File: config.mk
export PLATFORM = sky130hd
export DESIGN_NAME = counter_read_ctrl
export DESIGN_NICKNAME = d
export VERILOG_FILES = /design/src/rtl/counter_read_ctrl.sv
export SDC_FILE = /design/constraint.sdc
export NUM_CORES = 1
export LEC_CHECK = 0
export ABC_CLOCK_PERIOD_IN_PS = 1600
export BUFFER_PORTS_ARGS = -buffer_cell sky130_fd_sc_hd__buf_2
export CAP_MARGIN = 20
export CORE_UTILIZATION = 44
export DETAILED_ROUTE_END_ITERATION = 10
export GPL_TIMING_DRIVEN = 0
export PLACE_DENSITY = 0.7
export SLEW_MARGIN = 20
export SYNTH_ARGS = -nofsm -noshare
export SYNTH_HDL_FRONTEND = slang
export SYNTH_SLANG_ARGS = --single-unit
File: constraint.sdc
create_clock -name clk -period 1.6 [get_ports clk]
set_input_delay 0.08 -clock clk [delete_from_list [all_inputs] [get_ports clk]]
set_output_delay 0.08 -clock clk [all_outputs]
set_load 0.02 [all_outputs]
File: src/rtl/counter_read_ctrl.sv
// Sweeps the channels selected by a 4-bit mask of a four-channel counter block,
// one read per channel, and presents each captured value with its channel number.
//
// state  | meaning
// IDLE   | waiting for start; no request to the counter block
// READ   | request asserted for channel idx; capture when valid_in and idle
// DONE   | one-cycle completion pulse, then back to IDLE
module counter_read_ctrl #(
    parameter int CBITS = 5
) (
    input  logic             clk,
    input  logic             reset,
    input  logic             start,
    input  logic [3:0]       mask,
    input  logic             idle,
    input  logic [CBITS-1:0] counter_in,
    input  logic             valid_in,
    output logic [1:0]       idx,
    output logic             req,
    output logic [CBITS-1:0] data_out,
    output logic [1:0]       data_idx,
    output logic             data_valid,
    output logic             busy,
    output logic             done
);

    typedef enum logic [1:0] {
        S_IDLE = 2'd0,
        S_READ = 2'd1,
        S_DONE = 2'd2
    } state_t;

    state_t           r_state;
    state_t           w_state_nxt;
    logic [3:0]       r_mask_q;
    logic [1:0]       r_idx;
    logic [CBITS-1:0] r_data_out;
    logic [1:0]       r_data_idx;
    logic             r_data_valid;

    logic             w_req;
    logic             w_busy;
    logic             w_done;
    logic             w_load;
    logic             w_cap;
    logic [3:0]       w_mask_rem;

    function automatic logic [1:0] f_lowest(input logic [3:0] m);
        logic [1:0] r;
        r = 2'd0;
        for (int i = 3; i >= 0; i--) begin
            if (m[i]) r = i[1:0];
        end
        return r;
    endfunction

    // Channels still pending once the current one has been captured.
    assign w_mask_rem = r_mask_q & ~(4'b0001 << r_idx);

    always_ff @(posedge clk) begin
        if (reset) r_state <= S_IDLE;
        else       r_state <= w_state_nxt;
    end

    always_comb begin
        w_state_nxt = r_state;
        w_req       = 1'b0;
        w_busy      = 1'b0;
        w_done      = 1'b0;
        w_load      = 1'b0;
        w_cap       = 1'b0;
        case (r_state)
            S_IDLE: begin
                if (start) begin
                    if (mask != 4'd0) begin
                        w_load      = 1'b1;
                        w_state_nxt = S_READ;
                    end else begin
                        w_state_nxt = S_DONE;
                    end
                end
            end
            S_READ: begin
                w_req  = 1'b1;
                w_busy = 1'b1;
                // A read only completes while the system is idle and the block qualifies it.
                if (valid_in && idle) begin
                    w_cap = 1'b1;
                    if (w_mask_rem == 4'd0) w_state_nxt = S_DONE;
                end
            end
            S_DONE: begin
                w_busy      = 1'b1;
                w_done      = 1'b1;
                w_state_nxt = S_IDLE;
            end
            default: w_state_nxt = S_IDLE;
        endcase
    end

    always_ff @(posedge clk) begin
        if (reset) begin
            r_mask_q     <= 4'd0;
            r_idx        <= 2'd0;
            r_data_out   <= '0;
            r_data_idx   <= 2'd0;
            r_data_valid <= 1'b0;
        end else begin
            r_data_valid <= 1'b0;
            if (w_load) begin
                r_mask_q <= mask;
                r_idx    <= f_lowest(mask);
            end
            if (w_cap) begin
                r_data_out   <= counter_in;
                r_data_idx   <= r_idx;
                r_data_valid <= 1'b1;
                r_mask_q     <= w_mask_rem;
                if (w_mask_rem != 4'd0) r_idx <= f_lowest(w_mask_rem);
            end
        end
    end

    assign idx        = r_idx;
    assign req        = w_req;
    assign busy       = w_busy;
    assign done       = w_done;
    assign data_out   = r_data_out;
    assign data_idx   = r_data_idx;
    assign data_valid = r_data_valid;

endmodule

==> results of run 1 <==
==> state kept, by name, summed over array words and instances (netlist names) <==
signal	count
data_out	5
idx	2
data_valid	1
r_state	2
r_mask_q	4
data_idx	2
==> layer usage <==
metal / routed length (um) / vias up / share of wire / global-route usage
met2: 968 / 23 / 0.45 / 0.339
met5: 0 / - / 0 / 0
li1: - / 468 / - / -
met4: 26 / 0 / 0.012 / 0.0686
met1: 1050 / 398 / 0.49 / 0.314
met3: 98 / 4 / 0.046 / 0.0692
==> power breakdown <==
group          internal, mW  switching [mW]  leakage [nW]
clock network        0.0874           0.118        0.0138
registers             0.432          0.0341         0.132
logic                 0.169           0.229         0.339
total                 0.689           0.381         0.485
==> critical path, cell delays in order (launching register included) <==
cell	delay, ps
sky130_fd_sc_hd__dfxtp_2	340
sky130_fd_sc_hd__or4b_4	550
sky130_fd_sc_hd__a311oi_4	350
sky130_fd_sc_hd__o22ai_2	130
sky130_fd_sc_hd__a211oi_2	220
==> layout make-up <==
type	count	area (sq um)	share of cell area
plain buffers	6	40.0	0.0350
repair buffers	27	140	0.123
inverters	6	22.5	0.0197
flip-flops and latches	16	327	0.286
multi-input cells	87	559	0.490
clock buffers	3	22.5	0.0197
well taps	25	31.3	0.0274
==> cell families (layout without fill, tap and decap cells) <==
family | after synthesis | after routing
AND/OR/NAND/NOR | 44 | 44
AO/OA/AOI/OAI | 39 | 39
flip-flops | 16 | 16
buffers and inverters | 12 | 42
adder cells (fa/ha/maj) | 3 | 3
multiplexers | 1 | 1
==> layout by cell type, fill, tap and decap left out, drive strengths merged, types with 2 or more instances in the layout <==
cell type	instances
buf	31
nand2	24
a21oi	19
dfxtp	16
nor2	7
o21ai	7
inv	6
clkbuf	5
o22ai	3
ha	3
o31ai	2
or4b	2
a31oi	2
nor3b	2
==> metrics by stage <==
step	hold WS, ps	cell area [sq um]	worst slack (ps)
5_1_grt	30.2	1140	-136
3_5_place_dp	328	1050	-191
2_1_floorplan	216	892	-0.761
3_3_place_gp	321	1050	-169
6_report	24.5	1140	-72.3
4_1_cts	17.5	1120	-57.3
==> path summary, 6_finish.rpt <==
path                 start     endpoint  slack, ps  depth (start not counted)
max                 idx[1]   r_state[1]        -70                          4
min          counter_in[4]  data_out[4]         20                          3
max reg2reg         idx[1]   r_state[1]        -70                          4
min reg2reg    data_out[1]  data_out[1]        450                          2
==> what timing repair did <==
item	CTS	global route
pin swaps	1	1
resized for setup	8	8
buffers inserted	2	0
hold endpoints to repair	0	0
setup endpoints to repair	5	13
==> summary.md, run 1 <==
| Metric | Value |
|---|---|
| Run status | finished with violations |
| Violations in the final reports | negative setup slack |
| Post-synthesis compound-gate area fraction | 0.270 |
| FMAX | 598 MHz |
| Fraction of layout instances using a drive strength above 1 | 0.345 |
| Adder-cell share of the synthesized area | 0.0424 |
| Antenna diode count | 0 |
| Buffer type at the clock tree root | sky130_fd_sc_hd__clkbuf_4 |
| Worst-path clk slew | 80 ps |
| Fraction of registers with async set/reset | 0 |
| Relative slew slack | 0.723 |
| Total leakage power | 0.485 nW |
| Core footprint | 1800 sq um |
| Xor-xnor portion of the synthesized cell area | 0 |
| Critical path class | reg -> reg |
| Fraction of the core area covered by cells at the end of the flow | 0.634 |
| Post-Route Skew | 0.873 ps |
| Detailed Route Iter0 Violations | 15 |
| Syn_nets | 132 |
| Count of filler cells inserted in the layout | 185 |
| Largest net degree at the start of global routing | 11 |
| Final period util | 1.05 |
| Unrepaired setup endpoints after global routing | yes |
| H-Tree Level Count | 1 |
| IR Drop Worst-Case VDD | 0.519 mV |
| Final routed wirelength across all metal layers | 2140 um |
| Hold Path Class | in -> reg |
| CP Data Required Time | 1810 ps |
| Worst Path Arrival | 1880 ps |
| Mux contribution to synthesized area | 0.0127 |
| Max Root-Sink Buffers | 2 |
| Dominant combinational cell family by area after synthesis | compound AO/OA/AOI/OAI gates |
| Drt via density | 5.25 |
| Setup violators final | 2 |
| Fraction of post-synthesis cell area in the top cell type by area | 0.362 |
| Simple-gate share of the synthesized area | 0.252 |
| Register bit count reported by yosys | 16 |
| Shortest clock period the worst path allows after layout | 1670 ps |
| Initial antenna violation count | 0 |
| List of most frequent post-synthesis cells | sky130_fd_sc_hd__nand2_1, sky130_fd_sc_hd__a21oi_1, sky130_fd_sc_hd__dfxtp_1 |
| Cell types occupying the most area after synthesis | sky130_fd_sc_hd__dfxtp_1, sky130_fd_sc_hd__a21oi_1, sky130_fd_sc_hd__nand2_1 |
| Cell area power density | 936 nW/um^2 |
| Primary FF master, synth | sky130_fd_sc_hd__dfxtp_1 |
| Number of iterations in the first detailed-routing pass | 6 |
| Die X | 46.8 um |
| WL per Instance | 12.6 um |
| Number of buffers created by CTS | 3 |
| Placed insts | 165 |
| Antenna Violating Nets Remaining | 0 |
| Die Height | 46.8 um |
| Final max-slew violation count | 0 |
| Layout overhead on the synthesized area | 29.1% |
| First-pass GRT wire length | 3380 um |
| Sequential-to-total area share from yosys stat | 0.362 |
| Syn Std Cell Area | 885 sq um |
| Cells after synthesis | 115 |
| Number of enable flip-flop cells after synthesis | 0 |
| Number of top-level pins | 27 |
| Total die area | 2190 sq um |
| Vias after detailed routing | 893 |
| Post-route DRC | 0 |
| Floorplan row count | 15 |
| Final Hold Vio Count | 0 |
| Vias in the first global route | 720 |
| Gpl congestion | 0.865 |
| TritonCTS clock tree | done |
| Number of clock sinks seen by CTS | 16 |
| Maximum capacitance violations | 0 |
| Count of hold-fix buffers inserted at cts | 0 |
| Sum of overflow across all layers after global routing | 0 |
| Transition at the pin with the smallest max-transition slack | 416 ps |
| Initial Utilization | 0.491 |
| Endpoint kind of the worst setup timing path | register |
| Startpoint class of the critical path | register |
| Synthesized area per cell | 7.69 sq um |
| Final HPWL from detailed placement | 1580 um |
| Final-stage net count | 164 |
| Setup_tns | -133 ps |
| Maximum fanout count along the critical path | 4 |
| Clock insertion delay at the later pin of the skew report | 280 ps |
| Post-synth cell types | 33 |
| Post-route setup slack | -72.3 ps |
| Top-count cell post-synth | sky130_fd_sc_hd__nand2_1 |
| Input/output buffers | 25 |
| Number of warnings issued by yosys | 0 |
| Cell type with the largest total area after synthesis | sky130_fd_sc_hd__dfxtp_1 |
| Overall track demand over capacity in global routing | 0.227 |
| Final total power | 1.07 mW |
| Layout Cells excl Fill | 170 |
(Power assumes the default switching activity.)
==> run 2, diff against run 1 <==
--- a/config.mk
+++ b/config.mk
@@ -11,7 +11,7 @@
 export CORE_UTILIZATION = 44
 export DETAILED_ROUTE_END_ITERATION = 10
 export GPL_TIMING_DRIVEN = 0
-export PLACE_DENSITY = 0.7
+export PLACE_DENSITY = 0.73
 export SLEW_MARGIN = 20
 export SYNTH_ARGS = -nofsm -noshare
 export SYNTH_HDL_FRONTEND = slang
==> run 2 against run 1 <==
Net effect: the run still ends with negative setup slack left; via count is 4.1% higher; clock power hardly changed; total power is 0.65% lower; utilization is 0.56 points higher; clock-buffer cell count stayed put; critical endpoint is now r_state[0]; largest power group unchanged.
==> summary.md, run 2 (synthesis results as in run 1) <==
| Metric | Value |
|---|---|
| Startpoint class of the critical path | register |
| First-pass GRT wire length | 3040 um |
| Transition at the pin with the smallest max-transition slack | 403 ps |
| Worst Hold Depth | 3 |
| R2r startpoint | r_mask_q[3] |
| Final routed wirelength across all metal layers | 2060 um |
| Vias in the first global route | 699 |
| Overall track demand over capacity in global routing | 0.197 |
| Floorplan row count | 15 |
| WL per Instance | 12.1 um |
| Worst r2r path cells | 5 |
| Total die area | 2190 sq um |
| Number of buffers created by CTS | 3 |
| Fraction of layout instances using a drive strength above 1 | 0.342 |
| Worst-path clk slew | 80 ps |
| Die X | 46.8 um |
| Max reg flops | 5 |
| Largest net degree at the start of global routing | 11 |
| TritonCTS clock tree | done |
| Buffer type at the clock tree root | sky130_fd_sc_hd__clkbuf_4 |
| Hold Startpoint | counter_in[0] |
| Drt via density | 5.44 |
| Worst Path Arrival | 1890 ps |
| Endpoint kind of the worst setup timing path | register |
| Commonest non-fill, non-tap cell in the layout | sky130_fd_sc_hd__buf_2 |
| Gpl congestion | 0.863 |
| H-Tree Level Count | 1 |
| IR Drop Worst-Case VDD | 0.527 mV |
| Relative slew slack | 0.731 |
| Final-stage net count | 165 |
| Core footprint | 1800 sq um |
| Antenna Violating Nets Remaining | 0 |
| Critical path class | reg -> reg |
| Total leakage power | 0.490 nW |
| Unrepaired setup endpoints after global routing | yes |
| Post-Route Skew | 1.28 ps |
| Violations in the final reports | negative setup slack |
| Area occupied by registers | 327 sq um |
| Clock insertion delay at the later pin of the skew report | 280 ps |
| Detailed Route Iter0 Violations | 21 |
| Count of hold-fix buffers inserted at cts | 0 |
| Number of clock sinks seen by CTS | 16 |
| Multi-input combinational cell area | 562 sq um |
| Shortest clock period the worst path allows after layout | 1660 ps |
| Placement-stage worst setup slack | -150 ps |
| Post-route DRC | 0 |
| Final Hold Vio Count | 0 |
| CP Data Required Time | 1830 ps |
| Final total power | 1.06 mW |
| Number of top-level pins | 27 |
| Number of iterations in the first detailed-routing pass | 4 |
| Input/output buffers | 25 |
| FMAX | 603 MHz |
| Initial antenna violation count | 0 |
| Setup violators final | 2 |
| Final max-slew violation count | 0 |
| Fraction of the core area covered by cells at the end of the flow | 0.640 |
| Cell area power density | 922 nW/um^2 |
| Layout overhead on the synthesized area | 30.3% |
| Hold Path Class | in -> reg |
| Maximum fanout count along the critical path | 4 |
| Final period util | 1.04 |
| Sum of overflow across all layers after global routing | 0 |
| Vias after detailed routing | 930 |
| Initial Utilization | 0.491 |
| Maximum capacitance violations | 0 |
| Run status | finished with violations |
| Post-route setup slack | -57.1 ps |
| Max Root-Sink Buffers | 2 |
| Final HPWL from detailed placement | 1470 um |
| Antenna diode count | 0 |
| Commonest cells after routing, fill and taps aside | sky130_fd_sc_hd__buf_2, sky130_fd_sc_hd__nand2_1, sky130_fd_sc_hd__a21oi_1 |
| Crit path from | r_mask_q[3] |
| Die Height | 46.8 um |
| Count of filler cells inserted in the layout | 169 |
-- run 2: cell count changes in the layout (fill, tap and decap cells not counted), sizes merged --
cell and change:
buf +2, clkbuf -1
-- run 2: worst max-delay path, cell delays in order, from the launching register on --
cell and delay [ps]:
sky130_fd_sc_hd__dfxtp_4 360, sky130_fd_sc_hd__or4b_4 530, sky130_fd_sc_hd__a311oi_4 340, sky130_fd_sc_hd__buf_4 160
sky130_fd_sc_hd__o21ai_1 40, sky130_fd_sc_hd__a21bo_1 170
-- run 2: worst paths after layout --
path / to / slack [ps]
worst min-delay path: data_out[0] / 30
worst max-delay path: r_state[0] / -60
worst min register to register: data_out[1] / 450
worst max register to register: r_state[0] / -60
-- run 2: per-stage QoR --
stage | cells | hold WS, ps | area (sq um) | setup TNS (ps)
after floorplan | 115 | 216 | 892 | -0.761
after global placement | 165 | 321 | 1050 | -380
after detailed placement | 165 | 328 | 1050 | -437
after CTS | 171 | 21.4 | 1120 | -96.1
after global routing | 171 | 15.4 | 1150 | -209
final | 171 | 30.4 | 1150 | -71.3
-- run 2: final cells by class --
class / count / share of cell area
flip-flops and latches: 16 / 0.283
clock buffers: 3 / 0.0195
inverters: 6 / 0.0195
repair buffers: 28 / 0.128
well taps: 25 / 0.0271
multi-input cells: 87 / 0.488
plain buffers: 6 / 0.0347
-- run 2: power by group --
group | total [mW] | leakage (nW) | internal (mW) | switching (mW)
clock network | 0.202 | 0.0138 | 0.0874 | 0.115
logic | 0.394 | 0.345 | 0.169 | 0.225
registers | 0.466 | 0.132 | 0.432 | 0.0341
total | 1.06 | 0.490 | 0.689 | 0.374
-- run 2: what timing repair did --
| action | 4_1_cts | 5_1_grt |
|---|---|---|
| setup buffers | 3 | 0 |
| gates resized for setup | 8 | 9 |
| hold endpoints to repair | 0 | 0 |
| pin swaps | 2 | 0 |
| cloned | 0 | 0 |
| setup endpoints to repair | 4 | 9 |
-- run 2: routing by layer --
| metal | part of all wire | global-route usage |
|---|---|---|
| met4 | 0.0058 | 0.0686 |
| met2 | 0.49 | 0.308 |
| met3 | 0.038 | 0.0577 |
| met5 | 0 | 0 |
| met1 | 0.46 | 0.259 |
==> run 3, diff against run 2 <==
--- a/config.mk
+++ b/config.mk
@@ -11,7 +11,7 @@
 export CORE_UTILIZATION = 44
 export DETAILED_ROUTE_END_ITERATION = 10
 export GPL_TIMING_DRIVEN = 0
-export PLACE_DENSITY = 0.73
+export PLACE_DENSITY_LB_ADDON = 0.1
 export SLEW_MARGIN = 20
 export SYNTH_ARGS = -nofsm -noshare
 export SYNTH_HDL_FRONTEND = slang
==> run 3 against run 2 <==
Net effect: the run still ends with negative setup slack left; die area stayed put; sequential share of layout area hardly changed; routed wire length fell by 1.7%; maximum frequency is 3.1% lower; first-iteration DRC count is 52% lower; clock-buffer cell count unchanged; worst hold slack better by 2.3 ps; final cell count decreased by 0.58%; critical endpoint unchanged; largest power group unchanged.
==> summary.md, run 3 (synthesis results as in run 1) <==
| Metric | Value |
|---|---|
| First-pass GRT wire length | 3140 um |
| FMAX | 585 MHz |
| WL per Instance | 11.9 um |
| Hold Path Class | in -> reg |
| Hold Startpoint | counter_in[3] |
| Largest net degree at the start of global routing | 11 |
| Number of iterations in the first detailed-routing pass | 4 |
| Clock insertion delay at the later pin of the skew report | 280 ps |
| Initial Utilization | 0.491 |
| Final period util | 1.07 |
| Setup violators final | 2 |
| Layout Cells excl Fill | 170 |
| Fraction of layout instances using a drive strength above 1 | 0.338 |
| Final Instance Area | 1140 sq um |
| Vias in the first global route | 727 |
| Detailed Route Iter0 Violations | 10 |
| Buffer type at the clock tree root | sky130_fd_sc_hd__clkbuf_4 |
| Crit path from | idx[0] |
| Maximum fanout count along the critical path | 2 |
| Placed insts | 165 |
| Violations in the final reports | negative setup slack |
| Post-route setup slack | -110 ps |
| IR Drop Worst-Case VDD | 0.600 mV |
| Die X | 46.8 um |
| Layout overhead on the synthesized area | 29.0% |
| Final max-slew violation count | 0 |
| Setup_tns | -179 ps |
| Max Root-Sink Buffers | 2 |
| Input/output buffers | 25 |
| TritonCTS clock tree | done |
| Die Height | 46.8 um |
| Transition at the pin with the smallest max-transition slack | 432 ps |
| Final routed wirelength across all metal layers | 2030 um |
| Post-Route Skew | 1.21 ps |
| Relative slew slack | 0.712 |
| Core footprint | 1800 sq um |
| Drt via density | 5.24 |
| Worst-path clk slew | 80 ps |
| Floorplan row count | 15 |
| Commonest cells after routing, fill and taps aside | sky130_fd_sc_hd__buf_2, sky130_fd_sc_hd__nand2_1, sky130_fd_sc_hd__a21oi_1 |
| Sum of overflow across all layers after global routing | 0 |
| Commonest non-fill, non-tap cell in the layout | sky130_fd_sc_hd__buf_2 |
| Final HPWL from detailed placement | 1440 um |
| H-Tree Level Count | 1 |
| Endpoint kind of the worst setup timing path | register |
| Total leakage power | 0.485 nW |
| Max reg flops | 5 |
| Gpl congestion | 0.825 |
| Initial antenna violation count | 0 |
| Total die area | 2190 sq um |
| Vias after detailed routing | 891 |
| Final Hold Vio Count | 0 |
| Overall track demand over capacity in global routing | 0.203 |
| Startpoint class of the critical path | register |
| Maximum capacitance violations | 0 |
| R2r startpoint | idx[0] |
| Number of clock sinks seen by CTS | 16 |
| Post-DP Area | 1050 sq um |
| Final-stage net count | 164 |
| Critical path class | reg -> reg |
| Number of top-level pins | 27 |
| Post-route DRC | 0 |
| CP Data Required Time | 1780 ps |
| Fraction of the core area covered by cells at the end of the flow | 0.633 |
| Count of hold-fix buffers inserted at cts | 0 |
| Number of buffers created by CTS | 3 |
| Worst Path Arrival | 1890 ps |
| Unrepaired setup endpoints after global routing | yes |
| Antenna diode count | 0 |
| Run status | finished with violations |
| Cell area power density | 923 nW/um^2 |
| Shortest clock period the worst path allows after layout | 1710 ps |
| Antenna Violating Nets Remaining | 0 |
## run 3: what timing repair did
action / in CTS / in global routing
pin swaps: 3 / 0
setup buffers: 2 / 0
gates resized for setup: 5 / 10
setup endpoints to repair: 5 / 9
## run 3: per-stage QoR
| step | hold slack, ps | total power, mW | worst slack, ps |
|---|---|---|---|
| detailed placement | 328 | 0.817 | -177 |
| finish | 32.7 | 1.05 | -110 |
| CTS | 25.0 | 1.04 | -96.4 |
| floorplan | 216 | 0.730 | -0.761 |
| global placement | 321 | 0.813 | -156 |
| global route | 26.1 | 1.13 | -154 |
## run 3: path summary, 6_finish.rpt
| kind | end | slack, ps | depth (start not counted) |
|---|---|---|---|
| max reg2reg | r_state[0] | -110 | 5 |
| min | data_out[3] | 30 | 3 |
| max | r_state[0] | -110 | 5 |
| min reg2reg | data_out[0] | 450 | 2 |
## run 3: power by group
| part | switching (mW) | internal, mW |
|---|---|---|
| clock | 0.108 | 0.0873 |
| combinational | 0.223 | 0.169 |
| sequential | 0.0339 | 0.431 |
## run 3: per-layer routing
| metal | track usage | up-vias | wire length (um) |
|---|---|---|---|
| li1 | - | 473 | - |
| met1 | 0.245 | 396 | 956 |
| met2 | 0.339 | 20 | 957 |
| met3 | 0.0769 | 2 | 97 |
| met4 | 0.0514 | 0 | 15 |
| met5 | 0 | - | 0 |
## run 3: cell type report
type                       count  area [sq um]
buffer                         6          40.0
clock buffer                   3          22.5
fill                         194           661
inverter                       6          22.5
multi-input combinational     87           562
sequential                    16           323
tap                           25          31.3
timing repair buffer          27           140
## run 3: critical path, stage by stage (launching register included)
cell	delay [ps]
sky130_fd_sc_hd__dfxtp_2	340
sky130_fd_sc_hd__buf_6	110
sky130_fd_sc_hd__or4b_4	490
sky130_fd_sc_hd__a311oi_4	340
sky130_fd_sc_hd__o22ai_2	120
sky130_fd_sc_hd__a21bo_1	200
